--- config.mk ---
export PLATFORM = sky130hd
export DESIGN_NAME = pwm_capture_flat
export DESIGN_NICKNAME = d
export VERILOG_FILES = /design/src/rtl/pwm_pkg.sv /design/src/rtl/pwm_capture_if.sv /design/src/rtl/sync_edge_det.sv /design/src/rtl/pwm_capture.sv /design/src/flat_wrapper.sv
export SDC_FILE = /design/constraint.sdc
export NUM_CORES = 1
export LEC_CHECK = 0
export CORE_ASPECT_RATIO = 2
export CORE_MARGIN = 2
export CORE_UTILIZATION = 50
export CTS_CLUSTER_SIZE = 12
export DETAILED_ROUTE_END_ITERATION = 7
export PLACE_DENSITY = 0.75
export SYNTH_ARGS = -nofsm -noshare
export SYNTH_HDL_FRONTEND = slang
export SYNTH_HIERARCHICAL = 1
export SYNTH_SLANG_ARGS = --single-unit
--- constraint.sdc ---
create_clock -name clk -period 2.1 [get_ports clk]
set_input_delay 0.42 -clock clk [delete_from_list [all_inputs] [get_ports clk]]
set_output_delay 0.42 -clock clk [all_outputs]
set_load 0.05 [all_outputs]
--- src/rtl/pwm_pkg.sv ---
// Shared PWM types: capture FSM state encoding and default widths.
// Latency: n/a (types and constants only).
// Backpressure: n/a.
package pwm_pkg;

    typedef enum logic [1:0] {
        IDLE = 2'd0,
        ARM  = 2'd1,
        HIGH = 2'd2,
        LOW  = 2'd3
    } cap_state_t;

    localparam int PWM_W_DEF       = 16;
    localparam int PWM_PS_W_DEF    = 8;
    localparam int PWM_SYNC_FF_DEF = 2;

endpackage

--- src/rtl/pwm_capture_if.sv ---
// Register-bank side of the capture block: control in, results and status out.
// Latency: n/a (wires only).
// Backpressure: none; capture_vld is a fire-and-forget strobe.
interface pwm_capture_if
    import pwm_pkg::*;
#(
    parameter int W    = PWM_W_DEF,
    parameter int PS_W = PWM_PS_W_DEF
);
    logic            en;
    logic            clear;
    logic            polarity;
    logic [PS_W-1:0] prescale;
    logic [W-1:0]    high_time;
    logic [W-1:0]    period_val;
    logic            capture_vld;
    logic            overflow;
    logic [1:0]      state_o;

    // Register block drives control and reads results.
    modport master (
        output en, clear, polarity, prescale,
        input  high_time, period_val, capture_vld, overflow, state_o
    );

    // Capture block consumes control and drives results.
    modport slave (
        input  en, clear, polarity, prescale,
        output high_time, period_val, capture_vld, overflow, state_o
    );
endinterface

--- src/rtl/sync_edge_det.sv ---
// Pin synchronizer with polarity normalisation and active/inactive edge strobes.
// Latency: pin change -> strobe usable at the (SYNC_FF+1)th clk edge.
// Backpressure: none; strobes are single-cycle and never held.
module sync_edge_det #(
    parameter int SYNC_FF = 2
) (
    input  logic clk,
    input  logic rst_n,
    input  logic pin,
    input  logic polarity,
    output logic rise,
    output logic fall
);
    logic [SYNC_FF-1:0] sync_q;
    logic               lvl;
    logic               lvl_q;

    // After polarity normalisation, 1 always means "active".
    assign lvl  = sync_q[SYNC_FF-1] ^ ~polarity;
    assign rise = lvl & ~lvl_q;
    assign fall = ~lvl & lvl_q;

    // Metastability chain plus one stage of history for edge detection.
    always_ff @(posedge clk or negedge rst_n) begin
        if (!rst_n) begin
            sync_q <= '0;
            lvl_q  <= 1'b0;
        end else begin
            sync_q <= {sync_q[SYNC_FF-2:0], pin};
            lvl_q  <= lvl;
        end
    end
endmodule

--- src/rtl/pwm_capture.sv ---
// PWM input capture: active time and period of pwm_in in prescaled ticks.
// Latency: results + capture_vld appear SYNC_FF+1 clk after the closing pin edge.
// Backpressure: none; results are overwritten by the next capture.
module pwm_capture
    import pwm_pkg::*;
#(
    parameter int W       = PWM_W_DEF,
    parameter int PS_W    = PWM_PS_W_DEF,
    parameter int SYNC_FF = PWM_SYNC_FF_DEF
) (
    input  logic          clk,
    input  logic          rst_n,
    input  logic          pwm_in,
    pwm_capture_if.slave  bus
);
    localparam logic [W-1:0] CNT_MAX = '1;

    logic            act_edge;
    logic            inact_edge;
    logic            tick;
    logic            pre_clr;
    logic [PS_W-1:0] pre_q;
    cap_state_t      state_q, state_d;
    logic [W-1:0]    cnt_q, cnt_d, cnt_inc;
    logic [W-1:0]    hi_snap_q, hi_snap_d;
    logic [W-1:0]    high_q, high_d;
    logic [W-1:0]    per_q, per_d;
    logic            ovf_q, ovf_d;
    logic            vld_q, vld_d;
    logic            cnt_wrap;

    sync_edge_det #(.SYNC_FF(SYNC_FF)) u_sync (
        .clk      (clk),
        .rst_n    (rst_n),
        .pin      (pwm_in),
        .polarity (bus.polarity),
        .rise     (act_edge),
        .fall     (inact_edge)
    );

    // >= rather than == so a prescale lowered below the current count wraps at once.
    assign tick     = (pre_q >= bus.prescale);
    assign cnt_inc  = tick ? cnt_q + W'(1) : cnt_q;
    assign cnt_wrap = tick && (cnt_q == CNT_MAX);
    // An accepted active edge realigns the tick phase to the start of the period.
    assign pre_clr  = bus.clear ||
                      (bus.en && act_edge && (state_q == ARM || state_q == LOW));

    // Prescaler: free-running 0..prescale, restarted on accepted active edges.
    always_ff @(posedge clk or negedge rst_n) begin
        if (!rst_n)                pre_q <= '0;
        else if (pre_clr || tick)  pre_q <= '0;
        else                       pre_q <= pre_q + PS_W'(1);
    end

    // FSM state register.
    always_ff @(posedge clk or negedge rst_n) begin
        if (!rst_n) state_q <= IDLE;
        else        state_q <= state_d;
    end

    // FSM next state: clear, then enable, then edges, then counter overflow.
    always_comb begin
        state_d = state_q;
        if (bus.clear) begin
            state_d = bus.en ? ARM : IDLE;
        end else if (!bus.en) begin
            state_d = IDLE;
        end else begin
            case (state_q)
                IDLE:    state_d = ARM;
                ARM:     if (act_edge) state_d = HIGH;
                HIGH:    if (inact_edge) state_d = LOW;
                         else if (cnt_wrap) state_d = ARM;
                LOW:     if (act_edge) state_d = HIGH;
                         else if (cnt_wrap) state_d = ARM;
                default: state_d = IDLE;
            endcase
        end
    end

    // FSM outputs: counter, high-time snapshot, results and sticky overflow.
    always_comb begin
        cnt_d     = cnt_q;
        hi_snap_d = hi_snap_q;
        high_d    = high_q;
        per_d     = per_q;
        ovf_d     = ovf_q;
        vld_d     = 1'b0;
        if (bus.clear) begin
            cnt_d  = '0;
            high_d = '0;
            per_d  = '0;
            ovf_d  = 1'b0;
        end else if (!bus.en) begin
            cnt_d = '0;
        end else begin
            case (state_q)
                ARM: begin
                    cnt_d = '0;
                end
                HIGH: begin
                    if (inact_edge) begin
                        hi_snap_d = cnt_inc;
                        cnt_d     = cnt_inc;
                    end else if (cnt_wrap) begin
                        ovf_d = 1'b1;
                        cnt_d = '0;
                    end else begin
                        cnt_d = cnt_inc;
                    end
                end
                LOW: begin
                    if (act_edge) begin
                        per_d  = cnt_inc;
                        high_d = hi_snap_q;
                        vld_d  = 1'b1;
                        cnt_d  = '0;
                    end else if (cnt_wrap) begin
                        ovf_d = 1'b1;
                        cnt_d = '0;
                    end else begin
                        cnt_d = cnt_inc;
                    end
                end
                default: cnt_d = '0;
            endcase
        end
    end

    // Datapath registers; results only move together with capture_vld or clear.
    always_ff @(posedge clk or negedge rst_n) begin
        if (!rst_n) begin
            cnt_q     <= '0;
            hi_snap_q <= '0;
            high_q    <= '0;
            per_q     <= '0;
            ovf_q     <= 1'b0;
            vld_q     <= 1'b0;
        end else begin
            cnt_q     <= cnt_d;
            hi_snap_q <= hi_snap_d;
            high_q    <= high_d;
            per_q     <= per_d;
            ovf_q     <= ovf_d;
            vld_q     <= vld_d;
        end
    end

    assign bus.high_time   = high_q;
    assign bus.period_val  = per_q;
    assign bus.capture_vld = vld_q;
    assign bus.overflow    = ovf_q;
    assign bus.state_o     = state_q;
endmodule

--- src/flat_wrapper.sv ---
// flat-port wrapper written by rule: the top's interface ports become plain ports
module pwm_capture_flat import pwm_pkg::*;
#(
    parameter int W       = PWM_W_DEF,
    parameter int PS_W    = PWM_PS_W_DEF,
    parameter int SYNC_FF = PWM_SYNC_FF_DEF
)
  (clk, rst_n, pwm_in, bus_en, bus_clear, bus_polarity, bus_prescale, bus_high_time, bus_period_val, bus_capture_vld, bus_overflow, bus_state_o);
  pwm_capture_if #(.W(W), .PS_W(PS_W)) bus_i ();
  input  logic clk;
  input  logic rst_n;
  input  logic pwm_in;
  input wire logic [$bits(bus_i.en)-1:0] bus_en;
  input wire logic [$bits(bus_i.clear)-1:0] bus_clear;
  input wire logic [$bits(bus_i.polarity)-1:0] bus_polarity;
  input wire logic [$bits(bus_i.prescale)-1:0] bus_prescale;
  output wire logic [$bits(bus_i.high_time)-1:0] bus_high_time;
  output wire logic [$bits(bus_i.period_val)-1:0] bus_period_val;
  output wire logic [$bits(bus_i.capture_vld)-1:0] bus_capture_vld;
  output wire logic [$bits(bus_i.overflow)-1:0] bus_overflow;
  output wire logic [$bits(bus_i.state_o)-1:0] bus_state_o;
  assign bus_i.en = bus_en;
  assign bus_i.clear = bus_clear;
  assign bus_i.polarity = bus_polarity;
  assign bus_i.prescale = bus_prescale;
  assign bus_high_time = bus_i.high_time;
  assign bus_period_val = bus_i.period_val;
  assign bus_capture_vld = bus_i.capture_vld;
  assign bus_overflow = bus_i.overflow;
  assign bus_state_o = bus_i.state_o;
  pwm_capture #(.W(W), .PS_W(PS_W), .SYNC_FF(SYNC_FF)) u_core (.clk(clk), .rst_n(rst_n), .pwm_in(pwm_in), .bus(bus_i));
endmodule
After elaboration in Yosys (flattened, before gate mapping). Cells that the tools add are included.

Flip-flop bits (word level): 79. Bits in latches: 0. Output and inout bits: 36. Word-level logic and storage cells: 75. Memories kept: 0. Memory bits (read-only): 0. Memory bits (writable): 0.

Bitwise operators: 7. Equal/unequal tests: 7. Div/mod/pow operators: 0. Magnitude comparators: 1. $add $sub $neg: 2. Reduce and logical (&&, ||, !) cells: 14. Shift operators: 0. Multiply operators: 0. Mux-type cells: 34.

Operators with widths (count): 16-bit 2-to-1 mux (14); 16-bit one-hot mux with 2 select lines (1); 16-bit by 1-bit adder with 16-bit output (second input constant) (1); 16-bit == test (second input constant) (1); 2-bit 2-to-1 mux (6); 1-bit 2-to-1 mux (10); 8-bit by 1-bit adder with 8-bit output (second input constant) (1); 8-bit >= comparator (1); 8-bit 2-to-1 mux (1); 2-bit one-hot mux with 4 select lines (1); 4-bit AND reduction (2); 3-bit inequality test (second input constant) (2); 2-bit nonzero test (3); 2-bit == test (second input constant) (2); 4-bit by 3-bit inequality test with 1-bit output (second input constant) (1); 1-bit NOT (4); 1-bit logical AND (3); 1-bit logical OR (3); 3-bit AND reduction (1); 3-bit nonzero test (1); 1-bit bitwise AND (2); 2-bit by 1-bit == test with 1-bit output (second input constant) (1); 2-bit zero test (1); 1-bit one-hot mux with 2 select lines (1); 1-bit bitwise XOR (1).

Longest topological paths before layout. Gate-level depths: netlist of run 1.

Depth after elaboration: 8. Gate-level depth with buffers: 9. Depth with buffers taken out: 7.

Cells and area by module. The synthesis of run 1 kept the hierarchy.

Modules (own cells, without submodules): pwm_capture (cells an instance 398, instances 1, area an instance 3768.6 um^2); sync_edge_det (cells an instance 7, instances 1, area an instance 97.6 um^2).

Worst setup path before layout of run 1. No wires, ideal clock.

Path type: in2reg. Start point: in bus_prescale[5]. End point: reg u_core.per_q[1] (netlist: u_core/bus.period_val[1]). Library setup time: 138 ps. Arrival: 1994 ps. Data required time: 1962 ps. Path slack: -32 ps. Stages on the path: 9. Path buffers: 2. Cells stage by stage: inv_1 > ha_1 > a211o_1 > a21o_1 > a31oi_2 > buf_4 > buf_6 > mux2i_1 > a211oi_1.

Word-level cells in the longest chain between the ends: 6.

Ends and longest elaborated chain: from (decl) (line flat_wrapper.sv:16) `input wire logic [$bits(bus_i.prescale)-1:0] bus_prescale;`; 8-bit >= comparator (line pwm_capture.sv:42) `assign tick = (pre_q >= bus.prescale);`; 16-bit 2-to-1 mux (line pwm_capture.sv:43) `assign cnt_inc = tick ? cnt_q + W'(1) : cnt_q;`; 16-bit 2-to-1 mux (line pwm_capture.sv:114) `if (act_edge) begin`; 16-bit 2-to-1 mux (line pwm_capture.sv:98) `case (state_q)`; 16-bit 2-to-1 mux (line pwm_capture.sv:95) `end else if (!bus.en) begin`; 16-bit 2-to-1 mux (line pwm_capture.sv:90) `if (bus.clear) begin`; to (signal assigned) (line pwm_capture.sv:144) `per_q <= per_d;`; to (decl) (line pwm_capture.sv:27) `logic [W-1:0] per_q, per_d;`.

No other way between the ends. The select of a mux whose other input is x is not followed. A chain may end at the register's enable or synchronous reset.

Final worst setup path of run 1.
Start point: reg u_core.pre_q[5]. End point: reg u_core.per_q[1] (netlist: u_core/bus.period_val[1]).

Word-level cells in the longest chain between the ends: 6.

Ends and longest elaborated chain: from (decl) (line pwm_capture.sv:22) `logic [PS_W-1:0] pre_q;`; from (signal assigned) (line pwm_capture.sv:53) `else pre_q <= pre_q + PS_W'(1);`; 8-bit >= comparator (line pwm_capture.sv:42); 16-bit 2-to-1 mux (line pwm_capture.sv:43); 16-bit 2-to-1 mux (line pwm_capture.sv:114); 16-bit 2-to-1 mux (line pwm_capture.sv:98); 16-bit 2-to-1 mux (line pwm_capture.sv:95); 16-bit 2-to-1 mux (line pwm_capture.sv:90).

No other way between the ends. The select of a mux whose other input is x is not followed.

==> results of run 1 <==
[where the power goes]
group,switching (W),internal (W),leakage (nW)
Combinational,0.000172,0.000131,1.10
Sequential,0.0000129,0.00154,1.09
Clock,0.000567,0.000909,0.135
[through the flow]
| step | hold WS, ns | total power (W) | util, % | setup TNS, ns |
|---|---|---|---|---|
| after floorplan | 0.1244 | 0.001682 | - | -0.004551 |
| after global placement | 0.3482 | 0.001820 | 64.73 | -27.08 |
| after detailed placement | 0.3411 | 0.001830 | 64.73 | -29.85 |
| after CTS | 0.05976 | 0.003345 | 70.85 | -0.08581 |
| after global routing | 0.07737 | 0.003455 | 73.02 | -2.548 |
| final | 0.05005 | 0.003334 | 73.02 | -0.4168 |
[cell usage in the layout (no fill, tap or decap), types with 6 or more instances in the layout]
master / count
nand2_1: 57
a21oi_1: 30
a31oi_1: 6
ha_4: 7
a311oi_1: 7
xor2_1: 6
nand3_1: 18
o21ai_1: 11
buf_4: 57
nor2_1: 37
dfrtp_1: 79
buf_12: 6
o211ai_1: 7
inv_2: 7
dlygate4sd2_1: 8
nand4_1: 8
clkbuf_16: 9
or3_1: 6
and3_1: 6
clkdlybuf4s50_1: 38
[metal layers]
metal  part of all wire (%)  routed length, microns  track usage (%)  vias to the layer above
li1                       -                       -                -                     1680
met1                     37                    3830            30.19                     1738
met2                     57                    5922            47.00                       98
met3                    3.2                     335            4.283                       30
met4                    3.6                     379            12.61                        0
met5                      0                       0                0                        -
[Yosys cell counts, types with 3 or more instances]
master | n | area, sq um
buf_4 | 4 | 30.03
or4_1 | 6 | 45.04
and4_1 | 3 | 26.28
clkbuf_1 | 12 | 45.04
a311oi_1 | 9 | 78.83
nor2b_1 | 3 | 18.77
inv_1 | 12 | 45.04
o21ai_0 | 15 | 75.07
or3_1 | 7 | 43.79
a31oi_1 | 6 | 37.54
xor2_1 | 7 | 61.31
nor3_1 | 7 | 35.03
o21a_1 | 3 | 22.52
nand4_1 | 8 | 50.05
nand2_1 | 58 | 217.7
o31ai_1 | 5 | 37.54
and3_1 | 6 | 37.54
ha_1 | 10 | 125.1
o211ai_1 | 7 | 52.55
nand3_1 | 21 | 105.1
nand3b_1 | 3 | 22.52
xnor2_1 | 4 | 35.03
a211oi_1 | 5 | 37.54
nor2_1 | 40 | 150.1
dfrtp_1 | 79 | 1977
a21oi_1 | 30 | 150.1
[state kept, by name, summed over array words and instances (netlist names)]
register	cells
u_core/bus.high_time	16
u_core/bus.overflow	1
u_core/hi_snap_q	16
u_core/u_sync/lvl_q	1
u_core/bus.state_o	2
u_core/bus.period_val	16
u_core/u_sync/sync_q	2
u_core/bus.capture_vld	1
u_core/cnt_q	16
u_core/pre_q	8
[cell type report]
| class | instances | area, sq um |
|---|---|---|
| fillers | 568 | 2036 |
| multi-input cells | 294 | 2034 |
| flip-flops and latches | 79 | 1977 |
| repair buffers | 114 | 1055 |
| clock buffers | 11 | 232.7 |
| well taps | 94 | 117.6 |
| clock inverters | 4 | 47.55 |
| inverters | 12 | 45.04 |
[what timing repair did]
action,CTS,global route
endpoints found under the setup margin,57,53
setup buffers,2,5
cloned,1,0
endpoints found under the hold margin,0,0
resized for setup,40,36
pin swaps,16,13
[path summary, 6_finish.rpt]
kind,to,slack (ns),cells after the start
min,u_core/u_sync/sync_q[0],0.05,1
max in group asynchronous,u_core/cnt_q[2],1.45,2
min reg2reg,u_core/u_sync/sync_q[1],0.35,0
max reg2reg,u_core/bus.period_val[1],-0.09,8
min in group clk,u_core/u_sync/sync_q[1],0.35,0
max,u_core/bus.period_val[1],-0.09,8
[cell families (layout without fill, tap and decap cells)]
kind of cell,after synthesis,count (layout),synth area share (%)
AOI/OAI and AO/OA,95,95,16.38
DFF,79,79,51.13
xor gates and xnor gates,11,11,2.492
adders and majority gates,10,10,3.236
and+or+nand+nor,176,176,22.46
muxes,2,2,0.5502
buffers and inverters,32,141,3.754
==> qor.yml, run 1 <==
yosys:
  syn_area_sq_um: 3866
  ys.warnings.count: 6
  async_flop_share_pct: 100.0
  synth_ff_type: "dfrtp_1"
  synth.distinct_cells: 54
  synthesis.nets: 429
  synth_cells: 405
  synth-seq-area-share_pct: 51.13
  avgSynthCellArea_sq_um: 9.546
  synth-edff-count: 0
  ys_seq_elements: 79
grt:
  grt_overflow: 0
  grt_first_pass_wirelength_mm: 17.13
  antenna_found_initial: 0
  grt_usage_pct: 26.49
  first_global_vias: 3593
  grt_max_degree: 46
route:
  vias_per_cell: 5.832
  vias: 3546
  detail-route-antenna-nets: 0
  wl_per_cell_microns: 17.22
  drt_iter0_drc: 279
  wl_mm: 10.47
  drt-pass1-iter-count: 4
  drc_errors: 0
placed_design:
  pre_cts_ws_ns: -0.5777
  place_area_sq_um: 4883
  gp_congestion: 0.8895
  dp_cells: 586
  detailed_place_hpwl_mm: 7.193
  portBuffers: 49
critical_path:
  worst-setup-path-type: "reg -> reg"
  cp_max_fo: 6
  crit_family: "compound AO/OA/AOI/OAI gates"
  crit_arrival_ns: 2.39
  start_kind: "flip-flop"
  r2r_start: "u_core/pre_q[5]"
  crit_buf_inv: 2
  required_ns: 2.30
  max_stage_delay_ns: 0.41
  end_kind: "flip-flop"
  crit_start: "u_core/pre_q[5]"
  path_cells: "ha_4, a211o_1, a21o_1, a31oi_4, buf_6, buf_12, mux2i_4, a211oi_2"
  timing.critical_path.slowest_stage_cell: "dfrtp_1"
timing:
  fin_crit_sh_pct: 104.3
  fin_skew_ns: 0.003924
  worst_pin_slew_ns: 0.5738
  setup_ws_ns: -0.08982
  final.min_clock_period_ns: 2.190
  timing.slew.headroom_pct: 61.56
  finalSetupViolations: 12
  rsz0062_at_grt: "yes"
  hold_viol: 0
  maxSlewViolCount: 0
  clock.fmax_mhz: 456.7
clocking:
  cts_max_path_buffers: 2
  htreeDepth: 3
  cts_root_buffer: "clkbuf_16"
  clk_pin_slew_ns: 0.06
  cts_sinks: 79
  clock_latency_ns: 0.33
  cts_hold_buf: 0
  cts_buffers: 9
  cts_tree: "yes"
cells_and_area:
  drive_gt1_share_pct: 26.65
  areaGrowthSynthToFinish_pct: 42.49
  design_area_sq_um: 5509
  diodes: 0
  nets: 534
  stdcell_count: 608
run_status:
  outcome: "complete, but fails checks"
  failed_checks: "setup timing"
job:
  drv_cap: 0
floorplanning:
  die_w_microns: 66.18
  initial_core_util_pct: 51.24
  die_y_microns: 128.4
  die_area_sq_um: 8495
  coreArea_sq_um: 7545
  io_pins: 50
  rows: 45
pwr:
  peakVddDrop_mv: 0.4904
  p_leak_nw: 2.329
  p_per_area_nw_per_um2: 605.2
min_path:
  hp-class: "in -> async"
Power figures use the tool's default switching activity.
==> inputs of run 2 (changes only) <==
- CORE_MARGIN: 2 -> unset
==> run 2 against run 1 <==
The run still ends with setup timing left. Sequential share of layout area fell by 1.2 points. Final area rose by 3.6%. Register-to-register slack barely moved. Final cell count rose by 0.82%. Largest power group is now clock. Highest routed layer unchanged.
==> qor.yml, run 2 (synthesis gave the netlist of run 1 again) <==
timing:
  fin_tns_setup_ns: -0.7578
  fin_skew_ns: 0.008270
  setup_ws_ns: -0.1031
  fin_hold_ws_ns: 0.04834
  worst_pin_slew_ns: 0.4951
  maxSlewViolCount: 0
  final.min_clock_period_ns: 2.203
  timing.slew.headroom_pct: 66.89
  finalSetupViolations: 19
  clock.fmax_mhz: 453.9
  fin_crit_sh_pct: 104.9
  hold_viol: 0
  rsz0062_at_grt: "yes"
cells_and_area:
  stdcell_count: 613
  diodes: 0
  areaGrowthSynthToFinish_pct: 47.57
  layout_common_cells: "79 x dfrtp_1, 63 x buf_4, 57 x nand2_1"
  layout_commonest_cell: "dfrtp_1"
  drive_gt1_share_pct: 31.41
  nets: 539
critical_path:
  crit_family: "compound AO/OA/AOI/OAI gates"
  r2r_start: "u_core/pre_q[5]"
  required_ns: 2.33
  crit_cells: 7
  max_stage_delay_ns: 0.50
  worst-setup-path-type: "reg -> reg"
  timing.critical_path.slowest_stage_cell: "or4_4"
  path_cells: "ha_4, a211o_1, a21o_1, a31oi_4, buf_12, or4_4, a311oi_2"
  cp_max_fo: 8
  worstRegToRegCells: 7
  start_kind: "flip-flop"
  crit_arrival_ns: 2.43
  end_kind: "flip-flop"
  crit_start: "u_core/pre_q[5]"
  crit_buf_inv: 1
floorplanning:
  rows: 45
  io_pins: 50
  die_area_sq_um: 8109
  die_y_microns: 126.4
  die_w_microns: 64.18
  coreArea_sq_um: 7545
  initial_core_util_pct: 51.24
run_status:
  outcome: "complete, but fails checks"
  failed_checks: "setup timing"
pwr:
  p_per_area_nw_per_um2: 620.9
  p_leak_nw: 2.377
  peakVddDrop_mv: 0.5077
route:
  drt-pass1-iter-count: 5
  drt_iter0_drc: 236
  vias: 3677
  wl_per_cell_microns: 18.25
  wl_mm: 11.19
  drc_errors: 0
  vias_per_cell: 5.998
  detail-route-antenna-nets: 0
clocking:
  clock_latency_ns: 0.34
  cts_root_buffer: "clkbuf_16"
  cts_sinks: 79
  cts_hold_buf: 0
  clk_pin_slew_ns: 0.06
  cts_max_path_buffers: 2
  cts_tree: "yes"
  cts_buffers: 9
  htreeDepth: 3
placed_design:
  dp_cells: 585
  portBuffers: 49
  detailed_place_hpwl_mm: 7.200
  pre_cts_ws_ns: -0.6074
  gp_congestion: 0.9066
grt:
  first_global_vias: 3564
  antenna_found_initial: 0
  grt_first_pass_wirelength_mm: 17.08
  grt_max_degree: 42
  grt_usage_pct: 27.94
  grt_overflow: 0
min_path:
  hp-class: "in -> async"
job:
  drv_cap: 0
==> run 2: changes by cell type in the layout (fill, tap and decap cells not counted), sizes merged <==
cell / before / now
buf: 68 / 72
bufinv: 1 / 2
clkinv: 2 / 3
clkinvlp: 1 / 0
==> run 2: metal layers <==
layer | share of wire [%] | wire (microns) | GRT usage, % | vias to the layer above
li1 | - | - | - | 1692
met1 | 36 | 3987 | 30.48 | 1828
met2 | 56 | 6307 | 49.00 | 120
met3 | 3.5 | 390 | 5.306 | 37
met4 | 4.5 | 503 | 16.86 | 0
met5 | 0 | 0 | 0 | -
==> run 2: cell type report <==
| class | count | area (sq um) |
|---|---|---|
| inverters | 12 | 45.04 |
| clock inverters | 5 | 82.58 |
| multi-input cells | 294 | 2147 |
| fillers | 528 | 1839 |
| clock buffers | 10 | 239.0 |
| flip-flops and latches | 79 | 1977 |
| repair buffers | 119 | 1097 |
| well taps | 94 | 117.6 |
==> run 2: report_power, final <==
part	total [W]	switching (W)	internal (W)
logic	0.000306	0.000173	0.000133
clock network	0.00168	0.000614	0.00107
registers	0.00155	0.0000123	0.00154
total	0.00354	0.000799	0.00274
==> run 2: metrics by stage <==
stage               utilization (%)  cell area (sq um)  power [W]
floorplan                         -               3882   0.001682
global placement              64.46               4863   0.001827
detailed placement            64.46               4863   0.001836
CTS                           73.86               5573   0.003551
global route                  75.62               5705   0.003650
finish                        75.62               5705   0.003543
==> run 2: what timing repair did <==
| item | CTS | global route |
|---|---|---|
| setup buffers | 8 | 4 |
| gates resized for setup | 64 | 33 |
| setup endpoints to repair | 56 | 63 |
| pin swaps | 34 | 20 |
| gates cloned | 3 | 0 |
==> run 2: worst paths after layout <==
kind | end | slack, ns
min in group clk | u_core/u_sync/sync_q[1] | 0.36
max reg2reg | u_core/bus.period_val[14] | -0.10
min | u_core/cnt_q[0] | 0.05
max | u_core/bus.period_val[14] | -0.10
max in group asynchronous | u_core/cnt_q[5] | 1.43
min reg2reg | u_core/u_sync/sync_q[1] | 0.36
==> inputs of run 3 (changes only) <==
- CTS_CLUSTER_SIZE: 12 -> unset
==> results of run 3 <==
The final DEF is identical to that of run 2; final timing and power are the same.
